--- src/rtl/rst_pkg.sv ---
// rst_pkg -- shared types and helpers for the staged reset-release sequencer.
//
// Contents:
//   st_t      sequencer state encoding (HOLD, WAIT, DONE, FAULT)
//   stage_w   width of the stage index / seq_stage output for a given stage count
//   cnt_w     width of a down-counter that must hold values 0..max
//
// No configuration macros are used in this file.

package rst_pkg;

    typedef enum logic [1:0] {
        ST_HOLD  = 2'd0,
        ST_WAIT  = 2'd1,
        ST_DONE  = 2'd2,
        ST_FAULT = 2'd3
    } st_t;

    // A single stage still needs a one-bit index so the port never collapses to zero width.
    function automatic int stage_w(input int n);
        return (n > 1) ? $clog2(n) : 1;
    endfunction

    // A counter whose maximum is 0 still gets one bit; it simply never leaves zero.
    function automatic int cnt_w(input int max);
        return (max > 0) ? $clog2(max + 1) : 1;
    endfunction

endpackage

--- src/rtl/rst_seq_if.sv ---
// rst_seq_if -- bundle of the sequencer's control and status signals.
//
// Signals:
//   soft_rst   single-cycle request to re-run the whole release sequence
//   stage_rdy  per-stage ready, already synchronous to clk
//   stage_rst  per-stage active-high reset
//   seq_stage  index of the stage currently being processed
//   seq_done   all stages released and ready
//   seq_fault  sticky ready-timeout indication
//
// Modports:
//   master  the side that requests restarts and reports stage readiness
//   slave   the sequencer itself
//
// No configuration macros are used in this file.

interface rst_seq_if
    import rst_pkg::*;
#(
    parameter int NST = 4
);
    localparam int SW = stage_w(NST);

    logic           soft_rst;
    logic [NST-1:0] stage_rdy;
    logic [NST-1:0] stage_rst;
    logic [SW-1:0]  seq_stage;
    logic           seq_done;
    logic           seq_fault;

    modport master (
        output soft_rst,
        output stage_rdy,
        input  stage_rst,
        input  seq_stage,
        input  seq_done,
        input  seq_fault
    );

    modport slave (
        input  soft_rst,
        input  stage_rdy,
        output stage_rst,
        output seq_stage,
        output seq_done,
        output seq_fault
    );

endinterface

--- src/rtl/rst_seq_cnt.sv ---
// rst_seq_cnt -- loadable saturating down-counter with a zero flag.
//
// Ports:
//   clk    clock
//   rst_n  synchronous active-low reset; reloads the counter with MAX
//   ld     reload with MAX (wins over en)
//   en     decrement by one; holds at zero instead of wrapping
//   zero   counter value is zero
//
// No configuration macros are used in this file.

module rst_seq_cnt
    import rst_pkg::*;
#(
    parameter int unsigned MAX = 255
) (
    input  logic clk,
    input  logic rst_n,
    input  logic ld,
    input  logic en,
    output logic zero
);

    localparam int W = cnt_w(int'(MAX));
    localparam logic [W-1:0] INIT = W'(MAX);

    logic [W-1:0] cnt;

    always_ff @(posedge clk) begin
        if (!rst_n || ld) begin
            cnt <= INIT;
        end else if (en && (cnt != '0)) begin
            cnt <= cnt - 1'b1;
        end
    end

    assign zero = (cnt == '0);

endmodule

--- src/rtl/rst_seq.sv ---
// rst_seq -- staged reset-release sequencer.
//
// Releases NST downstream reset domains one at a time in index order. Each
// stage waits DLY settle cycles, is released, and must then report ready
// before the next stage starts its settle delay. Any released stage dropping
// ready, or a soft_rst pulse, re-runs the whole sequence from stage 0.
//
// Ports:
//   clk    clock
//   rst_n  synchronous active-low reset
//   bus    rst_seq_if.slave: soft_rst, stage_rdy in; stage_rst, seq_stage,
//          seq_done, seq_fault out (all outputs registered)
//
// Parameters:
//   NST  number of sequenced stages (>= 1)
//   DLY  settle cycles before each stage release (>= 0)
//   TMO  ready-timeout cycles per stage (>= 1), only used with the macro
//
// Configuration macro:
//   RST_SEQ_TIMEOUT_EN  when defined, a stage that stays not-ready for TMO+1
//                       cycles after release sends the sequencer to FAULT;
//                       when undefined, WAIT is unbounded and seq_fault is 0.
//
// state    | meaning
// ---------+-----------------------------------------------------------
// ST_HOLD  | settle delay running for stage idx, stage idx still in reset
// ST_WAIT  | stage idx released, waiting for its stage_rdy
// ST_DONE  | every stage released and ready
// ST_FAULT | stage idx never became ready; all stages held in reset

module rst_seq
    import rst_pkg::*;
#(
    parameter int          NST = 4,
    parameter int unsigned DLY = 255,
    parameter int unsigned TMO = 65535
) (
    input  logic       clk,
    input  logic       rst_n,
    rst_seq_if.slave   bus
);

    localparam int IW = stage_w(NST);

    if (NST < 1) begin : g_bad_nst
        $error("rst_seq: NST must be at least 1");
    end
    if (TMO == 0) begin : g_bad_tmo
        $error("rst_seq: TMO must be at least 1");
    end

    st_t            state;
    logic [IW-1:0]  idx;
    logic [NST-1:0] stage_rst_q;
    logic           done_q;
    logic           fault_q;

    logic [NST-1:0] rel_mask;
    logic           rdy_cur;
    logic           last;
    logic           restart;
    logic           dly_zero;
    logic           dly_ld;
    logic           dly_en;

    assign rdy_cur = bus.stage_rdy[idx];
    assign last    = (idx == IW'(NST - 1));

    // Stages that must stay ready; the stage being waited on is deliberately
    // excluded, and nothing is watched while faulted.
    always_comb begin
        rel_mask = '0;
        case (state)
            ST_HOLD, ST_WAIT: begin
                for (int i = 0; i < NST; i++) begin
                    if (IW'(i) < idx) begin
                        rel_mask[i] = 1'b1;
                    end
                end
            end
            ST_DONE:  rel_mask = '1;
            default:  rel_mask = '0;
        endcase
    end

    assign restart = bus.soft_rst | (|(rel_mask & ~bus.stage_rdy));

    assign dly_ld = restart | ((state == ST_WAIT) & rdy_cur & ~last);
    assign dly_en = (state == ST_HOLD);

    rst_seq_cnt #(
        .MAX (DLY)
    ) u_dly_cnt (
        .clk   (clk),
        .rst_n (rst_n),
        .ld    (dly_ld),
        .en    (dly_en),
        .zero  (dly_zero)
    );

`ifdef RST_SEQ_TIMEOUT_EN
    logic tmo_zero;
    logic tmo_ld;
    logic tmo_en;

    // Loaded on the release edge so the count starts with the stage live.
    assign tmo_ld = (state == ST_HOLD) & dly_zero;
    assign tmo_en = (state == ST_WAIT) & ~rdy_cur;

    rst_seq_cnt #(
        .MAX (TMO)
    ) u_tmo_cnt (
        .clk   (clk),
        .rst_n (rst_n),
        .ld    (tmo_ld),
        .en    (tmo_en),
        .zero  (tmo_zero)
    );
`endif

    always_ff @(posedge clk) begin
        if (!rst_n || restart) begin
            state       <= ST_HOLD;
            idx         <= '0;
            stage_rst_q <= '1;
            done_q      <= 1'b0;
            fault_q     <= 1'b0;
        end else begin
            case (state)
                ST_HOLD: begin
                    if (dly_zero) begin
                        stage_rst_q[idx] <= 1'b0;
                        state            <= ST_WAIT;
                    end
                end
                ST_WAIT: begin
                    if (rdy_cur) begin
                        if (last) begin
                            state  <= ST_DONE;
                            done_q <= 1'b1;
                        end else begin
                            idx   <= idx + 1'b1;
                            state <= ST_HOLD;
                        end
                    end
`ifdef RST_SEQ_TIMEOUT_EN
                    else if (tmo_zero) begin
                        state       <= ST_FAULT;
                        fault_q     <= 1'b1;
                        stage_rst_q <= '1;
                        done_q      <= 1'b0;
                    end
`endif
                end
                ST_DONE: begin
                end
                ST_FAULT: begin
                end
                default: begin
                    state <= ST_HOLD;
                end
            endcase
        end
    end

    assign bus.stage_rst = stage_rst_q;
    assign bus.seq_stage = idx;
    assign bus.seq_done  = done_q;
    assign bus.seq_fault = fault_q;

endmodule

--- src/flat_wrapper.sv ---
// flat-port wrapper written by rule: the top's interface ports become plain ports
module rst_seq_flat import rst_pkg::*;
#(
    parameter int          NST = 4,
    parameter int unsigned DLY = 255,
    parameter int unsigned TMO = 65535
)
  (clk, rst_n, bus_soft_rst, bus_stage_rdy, bus_stage_rst, bus_seq_stage, bus_seq_done, bus_seq_fault);
  rst_seq_if #(.NST(NST)) bus_i ();
  input  logic clk;
  input  logic rst_n;
  input wire logic [$bits(bus_i.soft_rst)-1:0] bus_soft_rst;
  input wire logic [$bits(bus_i.stage_rdy)-1:0] bus_stage_rdy;
  output wire logic [$bits(bus_i.stage_rst)-1:0] bus_stage_rst;
  output wire logic [$bits(bus_i.seq_stage)-1:0] bus_seq_stage;
  output wire logic [$bits(bus_i.seq_done)-1:0] bus_seq_done;
  output wire logic [$bits(bus_i.seq_fault)-1:0] bus_seq_fault;
  assign bus_i.soft_rst = bus_soft_rst;
  assign bus_i.stage_rdy = bus_stage_rdy;
  assign bus_stage_rst = bus_i.stage_rst;
  assign bus_seq_stage = bus_i.seq_stage;
  assign bus_seq_done = bus_i.seq_done;
  assign bus_seq_fault = bus_i.seq_fault;
  rst_seq #(.NST(NST), .DLY(DLY), .TMO(TMO)) u_core (.clk(clk), .rst_n(rst_n), .bus(bus_i));
endmodule
--- config.mk ---
export PLATFORM = sky130hd
export DESIGN_NAME = rst_seq_flat
export DESIGN_NICKNAME = d
export VERILOG_FILES = /design/src/rtl/rst_pkg.sv /design/src/rtl/rst_seq_if.sv /design/src/rtl/rst_seq_cnt.sv /design/src/rtl/rst_seq.sv /design/src/flat_wrapper.sv
export SDC_FILE = /design/constraint.sdc
export NUM_CORES = 1
export LEC_CHECK = 0
export ABC_AREA = 1
export BUFFER_PORTS_ARGS = -buffer_cell sky130_fd_sc_hd__buf_2
export CAP_MARGIN = 20
export CELL_PAD_IN_SITES_DETAIL_PLACEMENT = 0
export CELL_PAD_IN_SITES_GLOBAL_PLACEMENT = 1
export CORE_UTILIZATION = 26
export DETAILED_ROUTE_END_ITERATION = 8
export GPL_TIMING_DRIVEN = 0
export HOLD_SLACK_MARGIN = 0.05
export PLACE_DENSITY = 0.54
export SYNTH_ARGS = -nofsm -noshare
export SYNTH_HDL_FRONTEND = slang
export SYNTH_HIERARCHICAL = 1
export SYNTH_SLANG_ARGS = --single-unit
--- constraint.sdc ---
create_clock -name clk -period 3.9 [get_ports clk]
set_input_delay 0.78 -clock clk [delete_from_list [all_inputs] [get_ports clk]]
set_output_delay 0.78 -clock clk [all_outputs]
set_load 0.005 [all_outputs]
==> impl_metrics.prom, run 1 <==
# TYPE chip_impl_metric gauge
chip_impl_metric{name="final-hold-violation-count",unit=""} 0
chip_impl_metric{name="cp.depth",unit=""} 9
chip_impl_metric{name="core_area",unit="µm²"} 4000
chip_impl_metric{name="cts_setup_buffers",unit=""} 0
chip_impl_info{name="synth_flop_cell",value="sky130_fd_sc_hd__dfxtp_1"} 1
chip_impl_metric{name="place.detailed.hpwl",unit="µm"} 1720
chip_impl_metric{name="drv.max_cap_violation_count",unit=""} 0
chip_impl_metric{name="grt_max_degree",unit=""} 11
chip_impl_metric{name="fmax",unit="MHz"} 510
chip_impl_metric{name="cp_max_fo",unit=""} 10
chip_impl_metric{name="drcViolationCount",unit=""} 0
chip_impl_metric{name="grt_first_pass_wirelength",unit="µm"} 3930
chip_impl_metric{name="layoutNonFillerInstCount",unit=""} 222
chip_impl_metric{name="design.die.area",unit="µm²"} 4400
chip_impl_metric{name="grt_antenna_before_repair",unit=""} 0
chip_impl_metric{name="avgSynthCellArea",unit="µm²"} 6.94
chip_impl_metric{name="port_buffers",unit=""} 13
chip_impl_metric{name="area_growth",unit="%"} 16.2
chip_impl_metric{name="fin_nets",unit=""} 187
chip_impl_metric{name="drt-initial-drc-count",unit=""} 22
chip_impl_metric{name="final.period_utilization",unit=""} 0.503
chip_impl_metric{name="path_buf_inv",unit=""} 1
chip_impl_metric{name="synth_largest_type_area_fraction",unit=""} 0.316
chip_impl_metric{name="slew_violations",unit=""} 0
chip_impl_metric{name="via_count_of_the_routed_design",unit=""} 927
chip_impl_metric{name="gp_congestion",unit=""} 0.773
chip_impl_info{name="post_synth_most_frequent_cells",value="sky130_fd_sc_hd__nand2_1 (44), sky130_fd_sc_hd__nor2_1 (19), sky130_fd_sc_hd__inv_1 (18)"} 1
chip_impl_info{name="clock-root-buffer",value="sky130_fd_sc_hd__clkbuf_8"} 1
chip_impl_metric{name="clock_insertion_delay_worst_skew",unit="ns"} 0.26
chip_impl_metric{name="edff_count_synth",unit=""} 0
chip_impl_metric{name="mapped_cell_area",unit="µm²"} 1080
chip_impl_metric{name="slew_at_the_pin_closest_to_its_max_slew_limit",unit="ns"} 0.566
chip_impl_metric{name="route.final.wire_length",unit="µm"} 2190
chip_impl_info{name="crit_end",value="u_core/u_dly_cnt/cnt[0]"} 1
chip_impl_metric{name="power_density",unit="nW/µm²"} 262
chip_impl_metric{name="worst-endpoint-required",unit="ns"} 4.02
chip_impl_metric{name="reg2reg_slack",unit="ns"} 1.94
chip_impl_metric{name="max-slew-margin-rel",unit=""} 0.622
chip_impl_metric{name="initial_utilization",unit=""} 0.269
chip_impl_info{name="synth_most_common_cell",value="sky130_fd_sc_hd__nand2_1"} 1
chip_impl_info{name="worstSetupStartpoint",value="u_core/bus.seq_stage[0]"} 1
chip_impl_info{name="holdCritPathClass",value="register to register"} 1
chip_impl_metric{name="leak_pwr",unit="µW"} 0.000622
chip_impl_metric{name="synth_seq_cells",unit=""} 17
chip_impl_metric{name="layout_min_cycle_time",unit="ns"} 1.96
chip_impl_metric{name="grt_pass1_vias",unit=""} 879
chip_impl_metric{name="syn-instance-count",unit=""} 155
chip_impl_info{name="critPathTopFamily",value="simple AND/OR/NAND/NOR gates"} 1
chip_impl_metric{name="synth.yosys.warnings",unit=""} 6
chip_impl_metric{name="power.ir.vdd_worst",unit="mV"} 0.156
chip_impl_metric{name="worstPathArrival",unit="ns"} 2.09
chip_impl_metric{name="cts.clk_slew.worst_paths",unit="ns"} 0.07
chip_impl_metric{name="die_width",unit="µm"} 66.3
chip_impl_metric{name="avgRoutedWirePerCell",unit="µm"} 9.88
chip_impl_metric{name="final-setup-viol-count",unit=""} 0
chip_impl_info{name="critical_path_class",value="register to register"} 1
chip_impl_metric{name="drtPass1Iterations",unit=""} 4
chip_impl_metric{name="cts_buffers",unit=""} 3
chip_impl_metric{name="post_route_cells_drive_above_1_share",unit=""} 0.227
chip_impl_info{name="result_of_the_run",value="complete, no violations"} 1
chip_impl_info{name="cell_type_with_the_largest_total_area_after_synthesis",value="sky130_fd_sc_hd__dfxtp_1"} 1
chip_impl_info{name="worstSetupStartpointType",value="register"} 1
chip_impl_info{name="worstReg2RegEnd",value="u_core/u_dly_cnt/cnt[0]"} 1
chip_impl_info{name="cts_tree",value="yes"} 1
chip_impl_metric{name="worst_path_largest_cell_delay",unit="ns"} 0.46
chip_impl_metric{name="post_synthesis_cell_type_count",unit=""} 23
chip_impl_metric{name="synthArstFlopShare",unit=""} 0
chip_impl_metric{name="holdWs",unit="ns"} 0.454
chip_impl_metric{name="ctsResizeCount",unit=""} 0
chip_impl_metric{name="vertical_extent_of_the_die",unit="µm"} 66.3
chip_impl_metric{name="placed_cells",unit=""} 218
chip_impl_metric{name="ctsHtreeMaxLevel",unit=""} 1
chip_impl_metric{name="syn_nets",unit=""} 169
chip_impl_metric{name="numClockSinks",unit=""} 17
chip_impl_metric{name="setup_tns",unit="ns"} 0
chip_impl_info{name="path_common_cell",value="sky130_fd_sc_hd__nor2_1"} 1
chip_impl_info{name="netlist_top_cells_area",value="sky130_fd_sc_hd__dfxtp_1 (32%), sky130_fd_sc_hd__nand2_1 (15%), sky130_fd_sc_hd__ha_1 (8.1%)"} 1
chip_impl_info{name="slowest_stage",value="sky130_fd_sc_hd__nor2_1"} 1
chip_impl_metric{name="design.portCount",unit=""} 15
chip_impl_metric{name="clockBufferDepth",unit=""} 2
chip_impl_info{name="end_kind",value="register"} 1
chip_impl_info{name="critical_path.cell_chain",value="inv_2 > ha_1 > nor2_1 > nor2_1 > nand2_1 > nand2_2 > nand3_1 > nor2_1 > nand3_1"} 1
chip_impl_metric{name="synth.yosys.seq_area_share",unit=""} 0.316
chip_impl_metric{name="via_per_inst",unit=""} 4.18
chip_impl_metric{name="rr_worst_depth",unit=""} 9
chip_impl_metric{name="number_of_antenna_cells_inserted",unit=""} 0
chip_impl_metric{name="hold_buffers",unit=""} 0
chip_impl_info{name="rr_startpoint",value="u_core/bus.seq_stage[0]"} 1
chip_impl_metric{name="track_usage",unit=""} 0.118
chip_impl_metric{name="antenna_left",unit=""} 0
chip_impl_metric{name="grt_overflow",unit=""} 0
chip_impl_metric{name="final.setup_skew",unit="ns"} 0.00815
chip_impl_metric{name="hold-path-cell-count",unit=""} 2
chip_impl_info{name="grt_setup_unrepaired",value="false"} 1
chip_impl_metric{name="rows",unit=""} 23
cells by family after synthesis:
logic type / count (synthesis) / share of synthesized area
buffers and inverters: 21 / 0.0767
AOI/OAI and AO/OA: 8 / 0.0523
and+or+nand+nor: 99 / 0.453
DFF: 17 / 0.316
adders and majority gates: 7 / 0.0814
xor gates and xnor gates: 2 / 0.0163
other: 1 / 0.00349
worst min-delay path, cell delays in order (launching register included):
cell and delay (ns):
sky130_fd_sc_hd__dfxtp_1 0.31, sky130_fd_sc_hd__nand2_1 0.06, sky130_fd_sc_hd__nand2_1 0.04
sequential cells by signal, indices dropped and copies added, names as in the netlist:
signal and cells:
u_core/u_dly_cnt/cnt 8, u_core/bus.stage_rst 4, u_core/bus.seq_stage 2, u_core/state 2
u_core/bus.seq_done 1
layout make-up:
cell class,instances,area [µm²]
Buffer,1,7.51
Clock buffer,3,41.3
Clock inverter,1,5.00
Fill cell,442,2750
Inverter,20,75.1
Multi-Input combinational cell,117,653
Sequential cell,17,340
Tap cell,50,62.6
Timing Repair Buffer,13,65.1
layer usage:
layer,global-route usage,vias up,part of all wire
met5,0,-,0
met4,0.0319,0,0.0068
met3,0.0362,3,0.041
met2,0.186,13,0.40
met1,0.154,396,0.55
li1,-,515,-
worst min-delay path by stage:
stage	startpoint	end
floorplan	u_core/u_dly_cnt/cnt[0]	u_core/u_dly_cnt/cnt[0]
global placement	u_core/bus.stage_rst[0]	u_core/bus.stage_rst[0]
detailed placement	u_core/bus.stage_rst[2]	u_core/bus.stage_rst[2]
CTS	u_core/bus.stage_rst[2]	u_core/bus.stage_rst[2]
global route	u_core/bus.stage_rst[2]	u_core/bus.stage_rst[2]
finish	u_core/bus.stage_rst[0]	u_core/bus.stage_rst[0]
placed cells by master, fill, tap and decap left out:
| master | n |
|---|---|
| sky130_fd_sc_hd__ha_1 | 7 |
| sky130_fd_sc_hd__nor2_2 | 3 |
| sky130_fd_sc_hd__nand3_1 | 15 |
| sky130_fd_sc_hd__a31oi_1 | 1 |
| sky130_fd_sc_hd__xor2_1 | 1 |
| sky130_fd_sc_hd__clkbuf_8 | 3 |
| sky130_fd_sc_hd__and2_1 | 1 |
| sky130_fd_sc_hd__inv_2 | 2 |
| sky130_fd_sc_hd__inv_1 | 18 |
| sky130_fd_sc_hd__nand3_2 | 4 |
| sky130_fd_sc_hd__xnor2_1 | 1 |
| sky130_fd_sc_hd__o21ai_4 | 1 |
| sky130_fd_sc_hd__nand4_1 | 3 |
| sky130_fd_sc_hd__nand2_4 | 2 |
| sky130_fd_sc_hd__conb_1 | 1 |
| sky130_fd_sc_hd__buf_4 | 1 |
| sky130_fd_sc_hd__nand2_2 | 4 |
| sky130_fd_sc_hd__dfxtp_1 | 17 |
| sky130_fd_sc_hd__buf_2 | 13 |
| sky130_fd_sc_hd__nand2_1 | 44 |
| sky130_fd_sc_hd__nor2_4 | 4 |
| sky130_fd_sc_hd__o21ai_2 | 1 |
| sky130_fd_sc_hd__o21ai_0 | 3 |
| sky130_fd_sc_hd__nor2_1 | 19 |
| sky130_fd_sc_hd__clkinv_2 | 1 |
| sky130_fd_sc_hd__a21oi_1 | 2 |
where the power goes:
group          switching, µW  internal, µW  leakage, µW
Sequential             0.546           175     0.000138
Clock                   62.5          70.9    0.0000255
Combinational           12.0          7.29     0.000459
metrics by stage:
stage | setup WS (ns) | cell area (µm²) | power, µW | utilization
after floorplan | 2.20 | 1080 | 192 | -
after global placement | 1.75 | 1200 | 198 | 0.301
after detailed placement | 1.76 | 1200 | 198 | 0.301
after CTS | 1.88 | 1250 | 335 | 0.312
after global routing | 1.69 | 1250 | 348 | 0.312
final | 1.94 | 1250 | 328 | 0.312
Note: power is estimated with default switching activity, not from simulation.
==> run 2: changes to the inputs <==
==> constraint.sdc (replaced) <==
create_clock -name clk -period 1.88 [get_ports clk]
set_input_delay 0.376 -clock clk [delete_from_list [all_inputs] [get_ports clk]]
set_output_delay 0.376 -clock clk [all_outputs]
set_load 0.005 [all_outputs]
==> run 2 against run 1 <==
  * Utilization up 0.19 points
  * Register-to-register slack worse by 1.8 ns
  * Fmax up 15%
  * Clock-buffer cell count unchanged
  * Sequential share of layout area down 0.16 points
  * Clock skew down 0.00075 ns
  * Cell count unchanged
  * Critical endpoint unchanged
  * Highest routed layer unchanged
==> impl_metrics.prom, run 2 (synthesis gave the netlist of run 1 again) <==
# TYPE chip_impl_metric gauge
chip_impl_info{name="result_of_the_run",value="complete, no violations"} 1
chip_impl_metric{name="reg2reg_slack",unit="ns"} 0.17
chip_impl_metric{name="place.detailed.hpwl",unit="µm"} 1720
chip_impl_metric{name="rows",unit=""} 23
chip_impl_metric{name="max-slew-margin-rel",unit=""} 0.656
chip_impl_metric{name="cts_buffers",unit=""} 3
chip_impl_metric{name="layout_min_cycle_time",unit="ns"} 1.71
chip_impl_metric{name="grt_max_degree",unit=""} 11
chip_impl_metric{name="post_route_cells_drive_above_1_share",unit=""} 0.233
chip_impl_metric{name="area_growth",unit="%"} 16.9
chip_impl_metric{name="drtPass1Iterations",unit=""} 4
chip_impl_metric{name="clockPowerShare",unit=""} 0.405
chip_impl_metric{name="p_int",unit="µW"} 525
chip_impl_info{name="layout.cells.most_common_list",value="sky130_fd_sc_hd__nand2_1 (44), sky130_fd_sc_hd__inv_1 (18), sky130_fd_sc_hd__nor2_1 (18), sky130_fd_sc_hd__dfxtp_1 (17), sky130_fd_sc_hd__nand3_1 (15)"} 1
chip_impl_metric{name="port_buffers",unit=""} 13
chip_impl_metric{name="final-setup-viol-count",unit=""} 0
chip_impl_metric{name="design.die.area",unit="µm²"} 4400
chip_impl_metric{name="post-layout-total-power",unit="µW"} 681
chip_impl_info{name="critical_path_class",value="register to register"} 1
chip_impl_metric{name="final.period_utilization",unit=""} 0.910
chip_impl_metric{name="layoutNonFillerInstCount",unit=""} 222
chip_impl_metric{name="fillers",unit=""} 441
chip_impl_info{name="holdCritPathClass",value="primary input to register"} 1
chip_impl_metric{name="worstPathArrival",unit="ns"} 1.85
chip_impl_metric{name="clockBufferDepth",unit=""} 2
chip_impl_metric{name="antenna_left",unit=""} 0
chip_impl_metric{name="ctsHtreeMaxLevel",unit=""} 1
chip_impl_metric{name="avgRoutedWirePerCell",unit="µm"} 9.94
chip_impl_metric{name="grt_pass1_vias",unit=""} 885
chip_impl_metric{name="vertical_extent_of_the_die",unit="µm"} 66.3
chip_impl_metric{name="number_of_antenna_cells_inserted",unit=""} 0
chip_impl_metric{name="cts_setup_buffers",unit=""} 0
chip_impl_info{name="grt_setup_unrepaired",value="false"} 1
chip_impl_metric{name="net-switching-power",unit="µW"} 156
chip_impl_metric{name="holdWs",unit="ns"} 0.450
chip_impl_info{name="end_kind",value="register"} 1
chip_impl_metric{name="via_count_of_the_routed_design",unit=""} 929
chip_impl_metric{name="largest_register_ff_count",unit=""} 8
chip_impl_metric{name="gp_congestion",unit=""} 0.773
chip_impl_metric{name="placed_cells",unit=""} 218
chip_impl_metric{name="final-hold-violation-count",unit=""} 0
chip_impl_info{name="holdCritStartpoint",value="bus_soft_rst"} 1
chip_impl_metric{name="core_area",unit="µm²"} 4000
chip_impl_info{name="regMostFlops",value="u_core/u_dly_cnt/cnt"} 1
chip_impl_info{name="cts_tree",value="yes"} 1
chip_impl_metric{name="worst-endpoint-required",unit="ns"} 2.02
chip_impl_metric{name="cts.clk_slew.worst_paths",unit="ns"} 0.07
chip_impl_metric{name="final.setup_skew",unit="ns"} 0.00740
chip_impl_metric{name="slew_violations",unit=""} 0
chip_impl_metric{name="part_of_the_total_power_dissipated_in_sequential_elements",unit=""} 0.534
chip_impl_metric{name="cp_max_fo",unit=""} 10
chip_impl_metric{name="numClockSinks",unit=""} 17
chip_impl_metric{name="grt_overflow",unit=""} 0
chip_impl_metric{name="fin_ws",unit="ns"} 0.170
chip_impl_info{name="worstSetupStartpointType",value="register"} 1
chip_impl_metric{name="via_per_inst",unit=""} 4.18
chip_impl_metric{name="drcViolationCount",unit=""} 0
chip_impl_metric{name="fin_nets",unit=""} 187
chip_impl_metric{name="grt_antenna_before_repair",unit=""} 0
chip_impl_info{name="clock-root-buffer",value="sky130_fd_sc_hd__clkbuf_8"} 1
chip_impl_metric{name="fmax",unit="MHz"} 585
chip_impl_info{name="layout.cells.most_common",value="sky130_fd_sc_hd__nand2_1"} 1
chip_impl_metric{name="route.final.wire_length",unit="µm"} 2210
chip_impl_metric{name="track_usage",unit=""} 0.118
chip_impl_metric{name="leak_pwr",unit="µW"} 0.000622
chip_impl_metric{name="p_comb_frac",unit=""} 0.062
chip_impl_metric{name="design.portCount",unit=""} 15
chip_impl_info{name="rr_startpoint",value="u_core/bus.seq_stage[0]"} 1
chip_impl_metric{name="power.ir.vdd_worst",unit="mV"} 0.325
chip_impl_metric{name="grt_first_pass_wirelength",unit="µm"} 3940
chip_impl_metric{name="drv.max_cap_violation_count",unit=""} 0
chip_impl_info{name="worstSetupStartpoint",value="u_core/bus.seq_stage[0]"} 1
chip_impl_metric{name="die_width",unit="µm"} 66.3
chip_impl_metric{name="clock_insertion_delay_worst_skew",unit="ns"} 0.26
chip_impl_metric{name="drt-initial-drc-count",unit=""} 26
chip_impl_metric{name="power_density",unit="nW/µm²"} 541
chip_impl_metric{name="switching_share",unit=""} 0.229
chip_impl_metric{name="initial_utilization",unit=""} 0.269
chip_impl_metric{name="slew_at_the_pin_closest_to_its_max_slew_limit",unit="ns"} 0.513
chip_impl_metric{name="dp_slack",unit="ns"} -0.121
chip_impl_metric{name="hold_buffers",unit=""} 0
-- run 2: worst paths after layout --
check	end	cells past startpoint
min	u_core/bus.stage_rst[3]	5
max	u_core/u_dly_cnt/cnt[0]	9
max reg2reg	u_core/u_dly_cnt/cnt[0]	9
min reg2reg	u_core/bus.stage_rst[0]	2
-- run 2: per-layer routing --
metal  routed length (µm)  vias to the layer above  GRT usage
met5                    0                        -          0
met3                  102                        3     0.0362
met2                  892                       17      0.186
met4                   15                        0     0.0319
li1                     -                      515          -
met1                 1200                      394      0.155
-- run 2: timing repair --
| item | CTS | global route |
|---|---|---|
| setup endpoints to repair | 8 | 8 |
| pin swaps | 0 | 1 |
| resized for setup | 1 | 1 |
-- run 2: per-stage QoR --
step	setup TNS, ns	area [µm²]	util
finish	0	1260	0.314
global route	0	1260	0.314
CTS	0	1250	0.313
detailed placement	-0.871	1200	0.301
global placement	-1.20	1200	0.301
floorplan	0	1080	-
-- run 2: layout make-up --
class	instances	area [µm²]	area share
timing repair buffer	13	65.1	0.0517
buffer	1	7.51	0.00597
inverter	20	75.1	0.0597
clock buffer	3	41.3	0.0328
clock inverter	1	5.00	0.00398
tap	50	62.6	0.0498
multi-input combinational	117	661	0.525
sequential	17	340	0.271
-- run 2: power by group through the flow --
| stage | registers, µW | clock network (µW) | logic, µW |
|---|---|---|---|
| floorplan | 371 | 0 | 27.0 |
| global placement | 372 | 0 | 40.1 |
| detailed placement | 371 | 0 | 40.2 |
| CTS | 363 | 292 | 41.1 |
| global route | 363 | 313 | 48.5 |
| finish | 363 | 275 | 42.1 |
-- run 2: worst max-delay path, stage by stage, from the launching register on --
cell and delay, ns:
sky130_fd_sc_hd__dfxtp_1 0.42, sky130_fd_sc_hd__inv_2 0.16, sky130_fd_sc_hd__ha_1 0.19, sky130_fd_sc_hd__nor2_1 0.05, sky130_fd_sc_hd__nor2_1 0.15, sky130_fd_sc_hd__nand2_1 0.08
sky130_fd_sc_hd__nand2_2 0.09, sky130_fd_sc_hd__nand3_1 0.12, sky130_fd_sc_hd__nor2_4 0.22, sky130_fd_sc_hd__nand3_1 0.11
==> run 3: changes to the inputs <==
==> constraint.sdc (replaced) <==
create_clock -name clk -period 1.7 [get_ports clk]
set_input_delay 0.34 -clock clk [delete_from_list [all_inputs] [get_ports clk]]
set_output_delay 0.34 -clock clk [all_outputs]
set_load 0.005 [all_outputs]
==> run 3 against run 2 <==
  * Clock-buffer cell count is the same
  * Sequential share of layout area shrank 0.20 points
  * Design area grew 3.0%
  * Largest cell class unchanged
  * Largest power group unchanged
  * Highest routed layer unchanged
==> impl_metrics.prom, run 3 (synthesis gave the netlist of run 1 again) <==
# TYPE chip_impl_metric gauge
chip_impl_metric{name="via_per_inst",unit=""} 4.17
chip_impl_metric{name="cts.clk_slew.worst_paths",unit="ns"} 0.07
chip_impl_metric{name="grt_pass1_vias",unit=""} 882
chip_impl_metric{name="route.final.wire_length",unit="µm"} 2280
chip_impl_metric{name="slew_at_the_pin_closest_to_its_max_slew_limit",unit="ns"} 0.521
chip_impl_info{name="worstReg2RegEnd",value="u_core/u_dly_cnt/cnt[0]"} 1
chip_impl_info{name="rr_startpoint",value="u_core/bus.seq_stage[0]"} 1
chip_impl_metric{name="gp_congestion",unit=""} 0.773
chip_impl_info{name="regMostFlops",value="u_core/u_dly_cnt/cnt"} 1
chip_impl_metric{name="post_place_instance_area",unit="µm²"} 1200
chip_impl_metric{name="clock_insertion_delay_worst_skew",unit="ns"} 0.26
chip_impl_metric{name="layout.cell_area.non_filler",unit="µm²"} 1290
chip_impl_metric{name="die_width",unit="µm"} 66.3
chip_impl_info{name="critical_path_class",value="register to register"} 1
chip_impl_metric{name="layout_min_cycle_time",unit="ns"} 1.59
chip_impl_metric{name="design.die.area",unit="µm²"} 4400
chip_impl_metric{name="rr_worst_depth",unit=""} 9
chip_impl_info{name="layout.cells.most_common_list",value="sky130_fd_sc_hd__nand2_1 (44), sky130_fd_sc_hd__inv_1 (18), sky130_fd_sc_hd__nor2_1 (18), sky130_fd_sc_hd__dfxtp_1 (15), sky130_fd_sc_hd__nand3_1 (14)"} 1
chip_impl_metric{name="cts_buffers",unit=""} 3
chip_impl_metric{name="antenna_left",unit=""} 0
chip_impl_metric{name="reg2reg_slack",unit="ns"} 0.11
chip_impl_metric{name="fin_ws",unit="ns"} 0.114
chip_impl_metric{name="grt_max_degree",unit=""} 11
chip_impl_info{name="holdCritStartpoint",value="rst_n"} 1
chip_impl_metric{name="final-hold-violation-count",unit=""} 0
chip_impl_metric{name="final-setup-viol-count",unit=""} 0
chip_impl_metric{name="ctsHtreeMaxLevel",unit=""} 1
chip_impl_metric{name="post_route_cells_drive_above_1_share",unit=""} 0.263
chip_impl_metric{name="rows",unit=""} 23
chip_impl_metric{name="worstPathArrival",unit="ns"} 1.73
chip_impl_metric{name="number_of_antenna_cells_inserted",unit=""} 0
chip_impl_metric{name="placed_cells",unit=""} 218
chip_impl_metric{name="setup_tns",unit="ns"} 0
chip_impl_metric{name="hold-path-cell-count",unit=""} 4
chip_impl_metric{name="grt_overflow",unit=""} 0
chip_impl_metric{name="fmax",unit="MHz"} 631
chip_impl_metric{name="vertical_extent_of_the_die",unit="µm"} 66.3
chip_impl_metric{name="area_growth",unit="%"} 20.3
chip_impl_metric{name="layoutNonFillerInstCount",unit=""} 225
chip_impl_metric{name="largest_register_ff_count",unit=""} 8
chip_impl_metric{name="initial_utilization",unit=""} 0.269
chip_impl_info{name="clock-root-buffer",value="sky130_fd_sc_hd__clkbuf_8"} 1
chip_impl_metric{name="final_util",unit=""} 0.324
chip_impl_metric{name="max-slew-margin-rel",unit=""} 0.652
chip_impl_info{name="end_kind",value="register"} 1
chip_impl_metric{name="fin_nets",unit=""} 190
chip_impl_metric{name="drcViolationCount",unit=""} 0
chip_impl_info{name="cts_tree",value="yes"} 1
chip_impl_metric{name="drtPass1Iterations",unit=""} 4
chip_impl_metric{name="drv.max_cap_violation_count",unit=""} 0
chip_impl_metric{name="port_buffers",unit=""} 13
chip_impl_metric{name="grt_first_pass_wirelength",unit="µm"} 3930
chip_impl_metric{name="clockBufferDepth",unit=""} 2
chip_impl_info{name="hold_path_end",value="u_core/bus.stage_rst[3]"} 1
chip_impl_metric{name="core_area",unit="µm²"} 4000
chip_impl_info{name="layout.cells.most_common",value="sky130_fd_sc_hd__nand2_1"} 1
chip_impl_metric{name="dp_slack",unit="ns"} -0.301
chip_impl_metric{name="numClockSinks",unit=""} 17
chip_impl_info{name="worstSetupStartpointType",value="register"} 1
chip_impl_metric{name="worst-endpoint-required",unit="ns"} 1.84
chip_impl_metric{name="design.portCount",unit=""} 15
chip_impl_metric{name="cp_max_fo",unit=""} 9
chip_impl_metric{name="power_density",unit="nW/µm²"} 579
chip_impl_metric{name="power.ir.vdd_worst",unit="mV"} 0.369
chip_impl_metric{name="drt-initial-drc-count",unit=""} 26
chip_impl_metric{name="grt_antenna_before_repair",unit=""} 0
chip_impl_metric{name="leak_pwr",unit="µW"} 0.000642
chip_impl_metric{name="track_usage",unit=""} 0.118
chip_impl_info{name="grt_setup_unrepaired",value="false"} 1
chip_impl_metric{name="avgRoutedWirePerCell",unit="µm"} 10.1
chip_impl_metric{name="final.period_utilization",unit=""} 0.933
chip_impl_metric{name="fillers",unit=""} 438
chip_impl_metric{name="hold_buffers",unit=""} 0
chip_impl_metric{name="place.detailed.hpwl",unit="µm"} 1720
chip_impl_info{name="result_of_the_run",value="complete, no violations"} 1
chip_impl_metric{name="final.setup_skew",unit="ns"} 0.00696
chip_impl_metric{name="via_count_of_the_routed_design",unit=""} 938
chip_impl_metric{name="slew_violations",unit=""} 0
chip_impl_info{name="holdCritPathClass",value="primary input to register"} 1
-- run 3: cell types whose count changed in the layout (fill, tap and decap cells not counted), sizes merged --
cell	before	now
buf	14	17
-- run 3: cell type report --
class,instances,area [µm²],area share
clock buffers,3,41.3,0.0319
clock inverters,1,5.00,0.00386
flip-flops and latches,17,348,0.269
multi-input cells,117,666,0.514
well taps,50,62.6,0.0483
repair buffers,16,87.6,0.0676
plain buffers,1,7.51,0.00580
inverters,20,77.6,0.0599
-- run 3: per-layer routing --
layer  global-route usage  vias up  part of all wire  wire, µm
met1                0.153      403              0.55      1250
met2                0.188       11              0.41       931
met4               0.0319        0            0.0066        15
met3               0.0362        3             0.037        84
li1                     -      521                 -         -
met5                    0        -                 0         0
-- run 3: where the power goes --
group / leakage [µW] / switching [µW] / total (µW) / internal (µW)
sequential: 0.000139 / 1.27 / 399 / 397
clock: 0.0000255 / 141 / 304 / 163
combinational: 0.000478 / 29.3 / 47.1 / 17.8
total: 0.000642 / 172 / 749 / 578
-- run 3: worst max-delay path by stage --
| stage | startpoint | slack, ns | endpoint | depth (start not counted) |
|---|---|---|---|---|
| after floorplan | u_core/bus.seq_stage[0] | 0.16 | u_core/u_dly_cnt/cnt[3] | 9 |
| after global placement | u_core/bus.seq_stage[0] | -0.34 | u_core/u_dly_cnt/cnt[0] | 9 |
| after detailed placement | u_core/bus.seq_stage[0] | -0.30 | u_core/u_dly_cnt/cnt[0] | 9 |
| after CTS | u_core/bus.seq_stage[1] | 0.05 | u_core/u_dly_cnt/cnt[0] | 9 |
| after global routing | u_core/bus.seq_stage[0] | 0.005 | u_core/u_dly_cnt/cnt[6] | 9 |
| final | u_core/bus.seq_stage[0] | 0.11 | u_core/u_dly_cnt/cnt[0] | 9 |
-- run 3: per-stage QoR --
stage               power, µW  hold WS, ns
floorplan                 440        0.442
detailed placement        455        0.449
global placement          455        0.432
CTS                       771        0.409
global route              797        0.436
finish                    749        0.423
-- run 3: timing repair --
item | 4_1_cts | 5_1_grt
resized for setup | 3 | 5
setup buffers | 0 | 3
setup endpoints to repair | 8 | 8
pin swaps | 1 | 3
-- run 3: worst max-delay path, stage by stage, from the launching register on --
cell and delay (ns):
sky130_fd_sc_hd__dfxtp_4 0.39, sky130_fd_sc_hd__inv_4 0.09, sky130_fd_sc_hd__ha_1 0.18, sky130_fd_sc_hd__nor2_1 0.05
sky130_fd_sc_hd__nor2_1 0.14, sky130_fd_sc_hd__nand2_1 0.08, sky130_fd_sc_hd__nand2_2 0.11, sky130_fd_sc_hd__nand3_2 0.10
sky130_fd_sc_hd__nor2_4 0.23, sky130_fd_sc_hd__nand3_1 0.11
